## config.mk

```make
export PLATFORM = sky130hd
export DESIGN_NAME = bcd_to_7seg
export DESIGN_NICKNAME = d
export VERILOG_FILES = /design/src/rtl/seg7_pkg.sv /design/src/rtl/bcd_seg_lut.sv /design/src/rtl/bcd_to_7seg.sv
export SDC_FILE = /design/constraint.sdc
export NUM_CORES = 1
export LEC_CHECK = 0
export BUFFER_PORTS_ARGS = -buffer_cell sky130_fd_sc_hd__buf_2
export CORE_AREA = 2 2 46 69
export CTS_BUF_LIST = sky130_fd_sc_hd__clkbuf_4 sky130_fd_sc_hd__clkbuf_8
export DETAILED_ROUTE_END_ITERATION = 16
export DIE_AREA = 0 0 48 71
export SYNTH_ARGS = -nofsm -noshare
export SYNTH_HDL_FRONTEND = slang
export SYNTH_SLANG_ARGS = --single-unit
```

## constraint.sdc

```tcl
create_clock -name clk -period 4.8 [get_ports clk]
set_input_delay 0.72 -clock clk [delete_from_list [all_inputs] [get_ports clk]]
set_output_delay 0.72 -clock clk [all_outputs]
set_load 0.02 [all_outputs]
```

## src/rtl/seg7_pkg.sv

```systemverilog
// Shared seven-segment glyph constants and segment type for the digit display path.
// Bit order is {a,b,c,d,e,f,g}, logical 1 = lit.
package seg7_pkg;

  typedef logic [6:0] seg_t;

  localparam seg_t SEG_0    = 7'b1111110;
  localparam seg_t SEG_1    = 7'b0110000;
  localparam seg_t SEG_2    = 7'b1101101;
  localparam seg_t SEG_3    = 7'b1111001;
  localparam seg_t SEG_4    = 7'b0110011;
  localparam seg_t SEG_5    = 7'b1011011;
  localparam seg_t SEG_6    = 7'b1011111;
  localparam seg_t SEG_7    = 7'b1110000;
  localparam seg_t SEG_8    = 7'b1111111;
  localparam seg_t SEG_9    = 7'b1111011;
  localparam seg_t SEG_A    = 7'b1110111;
  localparam seg_t SEG_B    = 7'b0011111;
  localparam seg_t SEG_C    = 7'b1001110;
  localparam seg_t SEG_D    = 7'b0111101;
  localparam seg_t SEG_E    = 7'b1001111;
  localparam seg_t SEG_F    = 7'b1000111;
  localparam seg_t SEG_DASH = 7'b0000001;
  localparam seg_t SEG_ALL  = 7'b1111111;
  localparam seg_t SEG_OFF  = 7'b0000000;

endpackage

```

## src/rtl/bcd_seg_lut.sv

```systemverilog
// Combinational code-to-glyph lookup; codes 10-15 decode to letters only in hex mode,
// otherwise they show a dash and report invalid.
module bcd_seg_lut
  import seg7_pkg::*;
#(
  parameter bit HEX_MODE = 1'b0
) (
  input  logic [3:0] code,
  output seg_t       glyph,
  output logic       valid
);

  always_comb begin
    glyph = SEG_DASH;
    valid = HEX_MODE || (code <= 4'd9);
    case (code)
      4'd0:  glyph = SEG_0;
      4'd1:  glyph = SEG_1;
      4'd2:  glyph = SEG_2;
      4'd3:  glyph = SEG_3;
      4'd4:  glyph = SEG_4;
      4'd5:  glyph = SEG_5;
      4'd6:  glyph = SEG_6;
      4'd7:  glyph = SEG_7;
      4'd8:  glyph = SEG_8;
      4'd9:  glyph = SEG_9;
      4'd10: glyph = HEX_MODE ? SEG_A : SEG_DASH;
      4'd11: glyph = HEX_MODE ? SEG_B : SEG_DASH;
      4'd12: glyph = HEX_MODE ? SEG_C : SEG_DASH;
      4'd13: glyph = HEX_MODE ? SEG_D : SEG_DASH;
      4'd14: glyph = HEX_MODE ? SEG_E : SEG_DASH;
      default: glyph = HEX_MODE ? SEG_F : SEG_DASH;
    endcase
  end

endmodule

```

## src/rtl/bcd_to_7seg.sv

```systemverilog
// Registered single-digit BCD/hex to seven-segment driver with lamp test, blanking,
// ripple-blank zero suppression and a saturating invalid-load counter.
module bcd_to_7seg
  import seg7_pkg::*;
#(
  parameter bit ACTIVE_LOW = 1'b0,
  parameter bit HEX_MODE   = 1'b0,
  parameter int CNT_W      = 8
) (
  input  logic             clk,
  input  logic             rst_n,
  input  logic [3:0]       bcd,
  input  logic             load,
  input  logic             blank,
  input  logic             lamp_test,
  input  logic             rbi,
  output logic [6:0]       seg,
  output logic             valid,
  output logic             rbo,
  output logic [CNT_W-1:0] err_count
);

  localparam seg_t SEG_RST = ACTIVE_LOW ? SEG_ALL : SEG_OFF;

  logic [3:0] digit_q, digit_d;
  seg_t       glyph, seg_lgc;
  logic       code_ok, is_zero, rbo_d;

  // Outputs are computed from the value the digit register is about to hold.
  assign digit_d = load ? bcd : digit_q;
  assign is_zero = (digit_d == 4'd0);

  bcd_seg_lut #(.HEX_MODE(HEX_MODE)) u_lut (
    .code  (digit_d),
    .glyph (glyph),
    .valid (code_ok)
  );

  always_comb begin
    seg_lgc = glyph;
    if (lamp_test)            seg_lgc = SEG_ALL;
    else if (blank)           seg_lgc = SEG_OFF;
    else if (rbi && is_zero)  seg_lgc = SEG_OFF;
  end

  assign rbo_d = rbi && is_zero && !lamp_test && !blank;

  always_ff @(posedge clk or negedge rst_n) begin
    if (!rst_n) begin
      digit_q   <= 4'd0;
      seg       <= SEG_RST;
      valid     <= 1'b0;
      rbo       <= 1'b0;
      err_count <= '0;
    end else begin
      digit_q <= digit_d;
      seg     <= ACTIVE_LOW ? ~seg_lgc : seg_lgc;
      valid   <= code_ok;
      rbo     <= rbo_d;
      if (load && !code_ok && (err_count != {CNT_W{1'b1}}))
        err_count <= err_count + {{(CNT_W-1){1'b0}}, 1'b1};
    end
  end

endmodule

```

==> results.json <==
{
  "switchingPower_mw": 0.183,
  "via_count": 804,
  "grt_start_max_net_pins": 22,
  "cts.sinks": 21,
  "p_leak_nw": 0.630,
  "synthCells": 94,
  "clk_latency_ns": 0.25,
  "drv_slew": 0,
  "start_util": 0.375,
  "first_iter_violations": 5,
  "ir_drop_v": 0.000220,
  "relSlewSlack": 0.549,
  "switching_share": 0.352,
  "design_area_um2": 1280,
  "critical_path_peak_fanout": 11,
  "crit_required_ns": 4.94,
  "maxCapViolations": 0,
  "critPathKind": "in -> reg",
  "final_util": 0.450,
  "dpl_worst_slack_ns": 1.93,
  "met1_usage": 0.174,
  "totalWireLength_mm": 2.02,
  "pin_count": 27,
  "die_h_um": 71,
  "dp_cells": 158,
  "coreArea_um2": 2850,
  "drive_above_1_share": 0.317,
  "ys.flop_type": "dfrtp_1",
  "grt_remaining_overflow": 0,
  "avgViaCountPerCell": 4.96,
  "fp-row-count": 24,
  "syn_avg_cell_area_um2": 11.4,
  "pwr-share-comb": 0.313,
  "met2_usage": 0.206,
  "cts_root_buf": "clkbuf_8",
  "end_kind": "flop",
  "min_period_ns": 2.59,
  "whs_ns": 0.412,
  "cts_tree": "done",
  "skew_ns": 0.00177,
  "clockBufferDepth": 2,
  "status": "finished clean",
  "layout.nets": 141,
  "routedWlPerCell_um": 12.4,
  "post-route-drc-count": 0,
  "seq_area_frac_synth": 0.492,
  "die_area_um2": 3410,
  "grt_pass1_wl_mm": 3.40,
  "globalRouteMet3Util": 0.0153,
  "yosysWarnings": 0,
  "ys_ff_latch": 21,
  "synth_cell_types": 34,
  "synth_area_um2": 1070,
  "dp_hpwl_mm": 1.56,
  "fillers": 270,
  "grt_usage": 0.134,
  "first_pass_iters": 4,
  "antenna_left": 0,
  "clk_pin_slew_ns": 0.07,
  "p_int_mw": 0.337,
  "synthArstFlopShare": 1.00,
  "gp_congestion": 0.829,
  "post_cts_buffers": 0,
  "pwr-share-clk": 0.228,
  "critPathArrivalTime_ns": 2.73,
  "placed_cell_area_um2": 1240,
  "setup_viol": 0,
  "total_power_mw": 0.519,
  "worst_slack_ns": 2.21,
  "critPathLaunchType": "primary input",
  "stdcell_count": 162,
  "grt.busiest_layer": "met2",
  "ctsHoldBuffers": 0,
  "post-route-period-util": 0.540,
  "port_buffers": 26,
  "finalHoldViolCount": 0,
  "synth_edf_count": 0,
  "antenna_found_initial": 0,
  "diodes": 0,
  "tightest_slew_ns": 0.657,
  "dieWidth_um": 48,
  "power_density_nw_per_um2": 404,
  "seq_power_share": 0.459,
  "ctsResizeCount": 0,
  "rsz0062_at_grt": "no",
  "htreeDepth": 1,
  "grt_pass1_vias": 819,
  "fmaxAchievable_mhz": 386,
  "area_growth_pct": 20.3,
  "synth_nets": 111,
  "cts_made_buffers": 3,
  "fin_tns_setup_ns": 0,
  "hold_class": "in -> async"
}
worst max-delay path, cell delays in order:
cell,delay (ns)
buf_2,0.23
mux2i_1,0.40
inv_1,0.17
ha_1,0.23
nor2_1,0.18
o21ai_4,0.11
or3b_4,0.40
mux2_4,0.30
area by class of cell:
class	count	area, um2	area share
tap	39	48.8	0.0380
sequential	21	526	0.409
inverter	4	20.0	0.0156
multi-input combinational	68	512	0.398
timing repair buffer	26	130	0.101
clock buffer	4	48.8	0.0380
final timing paths:
kind	startpoint	endpoint	slack (ns)	cells after the start
max	load	err_count[1]	2.21	8
min	rst_n	err_count[4]	0.41	1
max reg2reg	digit_q[0]	err_count[1]	2.62	7
min reg2reg	err_count[7]	err_count[7]	0.49	1
max in group asynchronous	rst_n	digit_q[0]	4.07	1
min in group clk	err_count[7]	err_count[7]	0.49	1
synthesized netlist by cell type, drive strengths merged, types with 2 or more instances:
cell	number	area (um2)
dfrtp	21	526
nand2	10	37.5
ha	7	87.6
xor2	6	52.6
nor2	5	18.8
o21bai	5	37.5
mux2i	4	43.8
nor4	4	25.0
a21o	3	23.8
inv	3	11.3
nor3	3	15.0
a21oi	2	10.0
nand2b	2	12.5
nand4	2	12.5
o21ai	2	21.3
logic make-up after synthesis:
group | synth area share
AND/OR/NAND/NOR | 0.148
flip-flops | 0.492
AO/OA/AOI/OAI | 0.137
XOR/XNOR | 0.0574
adder cells (fa/ha/maj) | 0.0820
buffers and inverters | 0.0293
multiplexers | 0.0550
per-layer routing:
layer / vias to the layer above / share of wire
met5: - / 0
met4: 0 / 0.027
met3: 6 / 0.032
met2: 25 / 0.51
met1: 380 / 0.43
li1: 393 / -
placed cells by master, fill, tap and decap left out, drive strengths merged, types with 4 or more instances in the layout:
cell type  netlist  final
xor2             6      6
dfrtp           21     21
buf              1     26
nand2           10     10
o21bai           5      5
clkbuf           0      4
nor2             5      5
mux2i            4      4
ha               7      7
nor4             4      4
power groups by stage:
stage	Combinational (mW)	Sequential [mW]	Clock [mW]
after floorplan	0.0746	0.274	0
after global placement	0.160	0.242	0
after detailed placement	0.165	0.242	0
after CTS	0.165	0.239	0.122
after global routing	0.177	0.243	0.129
final	0.163	0.238	0.119
sequential cells by signal, summed over array words and instances, names as in the netlist:
signal and cells:
err_count 8, digit_q 4, valid 1, seg 7, rbo 1
No activity file was read; power rests on OpenSTA's default activity.
